<file path="src/rtl/rf_wr_arbiter.sv">
// Purpose: merges ALU (req 0) and load (req 1) writebacks into the single register-file write port.
// Latency: push at edge N is eligible after edge N; its write appears after edge N+1 when uncontended.
// Backpressure: reqN_ready drops while that requester's 2-entry queue is full; a pop frees space next cycle.
//
// Ports:
//   clk, rst_n                          clock, async active-low reset
//   reqN_valid/wr/wd/ready (N=0,1)      valid-ready write offers: register index + data
//   write, WR, WD                       registered write port toward reg_file
//   grant_id                            requester that owns the current output write (meaningful when write=1)
//   pending_mask                        one bit per register with a write queued or on the output stage
module rf_wr_arbiter (
    input  logic        clk,
    input  logic        rst_n,
    input  logic        req0_valid,
    input  logic [4:0]  req0_wr,
    input  logic [31:0] req0_wd,
    output logic        req0_ready,
    input  logic        req1_valid,
    input  logic [4:0]  req1_wr,
    input  logic [31:0] req1_wd,
    output logic        req1_ready,
    output logic        write,
    output logic [4:0]  WR,
    output logic [31:0] WD,
    output logic        grant_id,
    output logic [31:0] pending_mask
);

    // Per-requester queue storage, indexed [requester][slot].
    logic [4:0]  q_wr  [2][2];
    logic [31:0] q_wd  [2][2];
    logic [1:0]  q_cnt [2];
    logic        q_rd  [2];
    logic        q_wp  [2];
    logic        last_grant;

    logic        in_vld [2];
    logic [4:0]  in_wr  [2];
    logic [31:0] in_wd  [2];

    logic [1:0]  rdy;
    logic [1:0]  push;
    logic [1:0]  pop;
    logic [1:0]  head_vld;
    logic        gnt_vld;
    logic        gnt_id;
    logic [4:0]  head_wr;
    logic [31:0] head_wd;

    assign in_vld[0] = req0_valid;
    assign in_vld[1] = req1_valid;
    assign in_wr[0]  = req0_wr;
    assign in_wr[1]  = req1_wr;
    assign in_wd[0]  = req0_wd;
    assign in_wd[1]  = req1_wd;

    assign req0_ready = rdy[0];
    assign req1_ready = rdy[1];

    // Readiness depends only on the registered count, so a pop in the same
    // cycle never opens space for a push into a full queue.
    always_comb begin
        rdy      = '0;
        push     = '0;
        head_vld = '0;
        for (int n = 0; n < 2; n++) begin
            rdy[n]      = (q_cnt[n] != 2'd2);
            push[n]     = in_vld[n] & rdy[n];
            head_vld[n] = (q_cnt[n] != 2'd0);
        end
    end

    // Round-robin: a lone head wins; on contention the requester that did
    // not win last time goes first.
    always_comb begin
        gnt_vld = |head_vld;
        gnt_id  = (head_vld == 2'b11) ? ~last_grant : head_vld[1];
        pop     = '0;
        if (gnt_vld) begin
            pop[gnt_id] = 1'b1;
        end
        head_wr = q_wr[gnt_id][q_rd[gnt_id]];
        head_wd = q_wd[gnt_id][q_rd[gnt_id]];
    end

    // Queue payload needs no reset: occupancy is tracked by q_cnt alone.
    always_ff @(posedge clk) begin
        for (int n = 0; n < 2; n++) begin
            if (push[n]) begin
                q_wr[n][q_wp[n]] <= in_wr[n];
                q_wd[n][q_wp[n]] <= in_wd[n];
            end
        end
    end

    always_ff @(posedge clk or negedge rst_n) begin
        if (!rst_n) begin
            for (int n = 0; n < 2; n++) begin
                q_cnt[n] <= 2'd0;
                q_rd[n]  <= 1'b0;
                q_wp[n]  <= 1'b0;
            end
        end else begin
            for (int n = 0; n < 2; n++) begin
                if (push[n]) begin
                    q_wp[n] <= ~q_wp[n];
                end
                if (pop[n]) begin
                    q_rd[n] <= ~q_rd[n];
                end
                q_cnt[n] <= q_cnt[n] + {1'b0, push[n]} - {1'b0, pop[n]};
            end
        end
    end

    // Output stage. An entry aimed at r0 still consumes its grant but never
    // raises write, so register 0 is never disturbed.
    always_ff @(posedge clk or negedge rst_n) begin
        if (!rst_n) begin
            write      <= 1'b0;
            WR         <= 5'd0;
            WD         <= 32'd0;
            grant_id   <= 1'b0;
            last_grant <= 1'b1;
        end else if (gnt_vld) begin
            write      <= (head_wr != 5'd0);
            WR         <= head_wr;
            WD         <= head_wd;
            grant_id   <= gnt_id;
            last_grant <= gnt_id;
        end else begin
            write      <= 1'b0;
        end
    end

    // A slot is occupied when the queue is full, or when it holds one entry
    // and this slot is the read slot.
    always_comb begin
        pending_mask = '0;
        for (int n = 0; n < 2; n++) begin
            for (int s = 0; s < 2; s++) begin
                if ((q_cnt[n] == 2'd2) || ((q_cnt[n] == 2'd1) && (q_rd[n] == s[0]))) begin
                    pending_mask[q_wr[n][s]] = 1'b1;
                end
            end
        end
        if (write) begin
            pending_mask[WR] = 1'b1;
        end
        pending_mask[0] = 1'b0;
    end

endmodule

</file>
<file path="config.mk">
export PLATFORM = sky130hd
export DESIGN_NAME = rf_wr_arbiter
export DESIGN_NICKNAME = d
export VERILOG_FILES = /design/src/rtl/rf_wr_arbiter.sv
export SDC_FILE = /design/constraint.sdc
export NUM_CORES = 1
export LEC_CHECK = 0
export ABC_AREA = 1
export CAP_MARGIN = 20
export CORE_MARGIN = 8
export CORE_UTILIZATION = 35
export DETAILED_ROUTE_END_ITERATION = 6
export PLACE_DENSITY_LB_ADDON = 0.1
export SLEW_MARGIN = 20
export SYNTH_ARGS = -nofsm -noshare
export SYNTH_HDL_FRONTEND = slang
export SYNTH_SLANG_ARGS = --single-unit
</file>
<file path="constraint.sdc">
create_clock -name clk -period 4.14 [get_ports clk]
set_input_delay 1.035 -clock clk [delete_from_list [all_inputs] [get_ports clk]]
set_output_delay 1.035 -clock clk [all_outputs]
set_load 0.1 [all_outputs]
</file>
==> impl_metrics.yaml <==
finish:
  stdcell_area_um2: 11300
  drive_gt1_frac: 0.106
  num_antenna_cells: 0
  fillCellCount: 2389
  final_util: 0.448
  area_delta_synth_final_pct: 25.7
  num-nets-final: 1120
  layout.cells.non_filler: 1381
timing:
  rsz0062_at_grt: "no"
  timing.fmax_mhz: 291
  hold_viol: 0
  period_share: 0.831
  slew_headroom: 0.340
  drv_slew: 0
  layout_min_cycle_time_ns: 3.44
  skew_ns: 0.0137
  tightest_slew_ns: 0.987
  finalSetupTns_ns: 0
  setup_viol: 0
drt:
  vias: 6982
  dr.pass1.iters: 5
  drt_wl_total_um: 26700
  viasPerCell: 5.06
  wl_per_cell_um: 19.4
  drtIter0Drc: 636
  drc: 0
  ant_nets: 0
yosys:
  syn_inst: 893
  synth_top_area_share: 0.496
  netlist_area_um2: 8970
  yosys_register_bits: 196
  ys_seq_area_frac: 0.630
  avgSynthCellArea_um2: 10.0
  syn_nets: 975
  synth.area.top_cells: "edfxtp_1 (50%), nand2_1 (13%), dfrtp_1 (13%)"
  synth_cell_types: 37
  ys_warn_count: 0
  synth_largest_area_cell: "edfxtp_1"
setup_path:
  max_stage_delay_ns: 0.44
  required_ns: 3.11
  path_max_fanout: 7
  critical-path-slowest-cell: "dfrtp_1"
  rrSetupSlack_ns: 1.60
  criticalPathCategory: "reg -> out"
  cp.arrival_ns: 2.40
  startpoint_type: "register"
  path_cells: "or2_1 > o21ai_4 > inv_2 > nor2_2 > a22oi_1 > nand3b_1 > buf_4"
  crit_path_end_kind: "output port"
clock_network:
  clkSinkCount: 196
  clk_pin_slew_ns: 0.08
  cts_resized: 0
  htree_num_levels: 4
  cts_max_path_buffers: 2
  postCtsHoldBufs: 0
  post_cts_buffers: 0
  cts_tree: "built"
  insertion_delay_ns: 0.42
  cts_buffers: 17
  cts_root_buf: "clkbuf_16"
place:
  io_buffers: 149
  dp.cells: 1349
  gp_congestion: 0.947
  placedInstanceArea_um2: 10700
  hpwl_um: 18700
global_route:
  gr-usage-all-layers: 0.173
  grt_pass1_wl_um: 41600
  grt_antenna_before_repair: 0
  grt_remaining_overflow: 0
  grt_pass1_vias: 7122
  grt_max_degree: 83
floorplanning:
  die_x_um: 176
  core_area_um2: 25200
  dieArea_um2: 31000
  die_h_um: 176
  initial_utilization: 0.356
  num_io_pins: 151
  rows: 58
job:
  maxCapViolCount: 0
status:
  status: "finished clean"
worst_hold_path:
  hold_class: "reg -> reg"
## worst paths after layout
check / startpoint / end / depth (start not counted)
setup reg to reg: q_cnt[2]$_DFF_PN0_ / write$_DFF_PN0_ / 11
hold reg to reg: WD[14]$_DFFE_PN0N_ / WD[14]$_DFFE_PN0N_ / 2
min in group asynchronous: rst_n / WD[29]$_DFFE_PN0N_ / 1
hold / removal: WD[14]$_DFFE_PN0N_ / WD[14]$_DFFE_PN0N_ / 2
setup / recovery: q_cnt[2]$_DFF_PN0_ / pending_mask[11] / 7
max in group asynchronous: rst_n / last_grant$_DFFE_PN1N_ / 2
## flip-flops by register name, indices dropped and copies added, names as in the netlist
register and count:
q_wp 2, WD 32, WR 5, grant_id 1, last_grant 1, q_rd 2, write 1, q_cnt 4
q_wr 20, q_wd 128
## synthesized netlist by cell type
master,n
nand2_2,1
nand3_4,1
nand4_1,8
nand3b_1,5
xnor2_1,2
o2111ai_1,8
nor3_2,1
nor3_1,32
o21ai_0,5
ha_1,4
dfstp_2,1
dfrtp_1,47
o22ai_1,14
o21ai_4,3
o21ai_1,15
nor2_4,2
nand2_1,315
inv_2,9
nand3_2,3
a21oi_1,20
nand3_1,122
a21boi_1,1
or2_1,2
nor2_2,5
buf_2,7
buf_6,8
inv_1,41
clkbuf_1,11
buf_4,9
edfxtp_1,148
xor2_1,3
clkinv_1,2
nor2_1,22
conb_1,1
a22oi_1,12
nor3b_4,1
o21ai_2,2
## layout make-up
class                   instances  area, um2  share of cell area
repair buffers                161       1510               0.134
multi-input cells             610       2930               0.260
well taps                     330        413              0.0366
clock buffers                  18        429              0.0381
clock inverters                14        153              0.0135
flip-flops and latches        196       5650               0.501
inverters                      52        195              0.0173
## cells by family (layout without fill, tap and decap cells)
group	Yosys count	count (layout)	synth area share
AOI/OAI and AO/OA	80	80	0.0582
xor gates and xnor gates	5	5	0.00488
adders and majority gates	4	4	0.00558
buffers and inverters	87	245	0.0479
DFF	196	196	0.630
other	1	1	0.000418
and+or+nand+nor	520	520	0.253
## layout by cell type (no fill, tap or decap), drive strengths merged
master,instances
nand4,8
nor3,33
edfxtp,148
a21boi,1
nor3b,1
a22oi,12
nor2,29
a21oi,20
buf,46
clkdlybuf4s50,115
clkinv,7
o2111ai,8
dfstp,1
nand2,316
nand3b,5
conb,1
nand3,126
xnor2,2
o22ai,14
o21ai,25
inv,59
dfrtp,47
ha,4
xor2,3
or2,2
clkbuf,18
## critical path: cells and delay by family, from the launching register on
family,cells,cell delay [ns]
compound gates,2,0.26
flops,1,0.44
buf+inv,2,0.41
simple gates,3,0.87
## routing by layer
| layer | GRT usage | share of wire | vias up |
|---|---|---|---|
| met1 | 0.226 | 0.45 | 3345 |
| met4 | 0.0519 | 0.016 | 0 |
| met5 | 0 | 0 | - |
| met2 | 0.285 | 0.48 | 241 |
| met3 | 0.0380 | 0.056 | 28 |
| li1 | - | - | 3368 |
## metrics by stage
stage	worst slack [ns]	hold slack [ns]
final	0.702	0.483
after global routing	0.566	0.500
after CTS	0.698	0.486
after detailed placement	1.17	0.465
after global placement	1.19	0.465
after floorplan	0.228	0.469
Power is not shown: default switching activity piles up to over one toggle a cycle in this logic, so the estimate is an artifact.
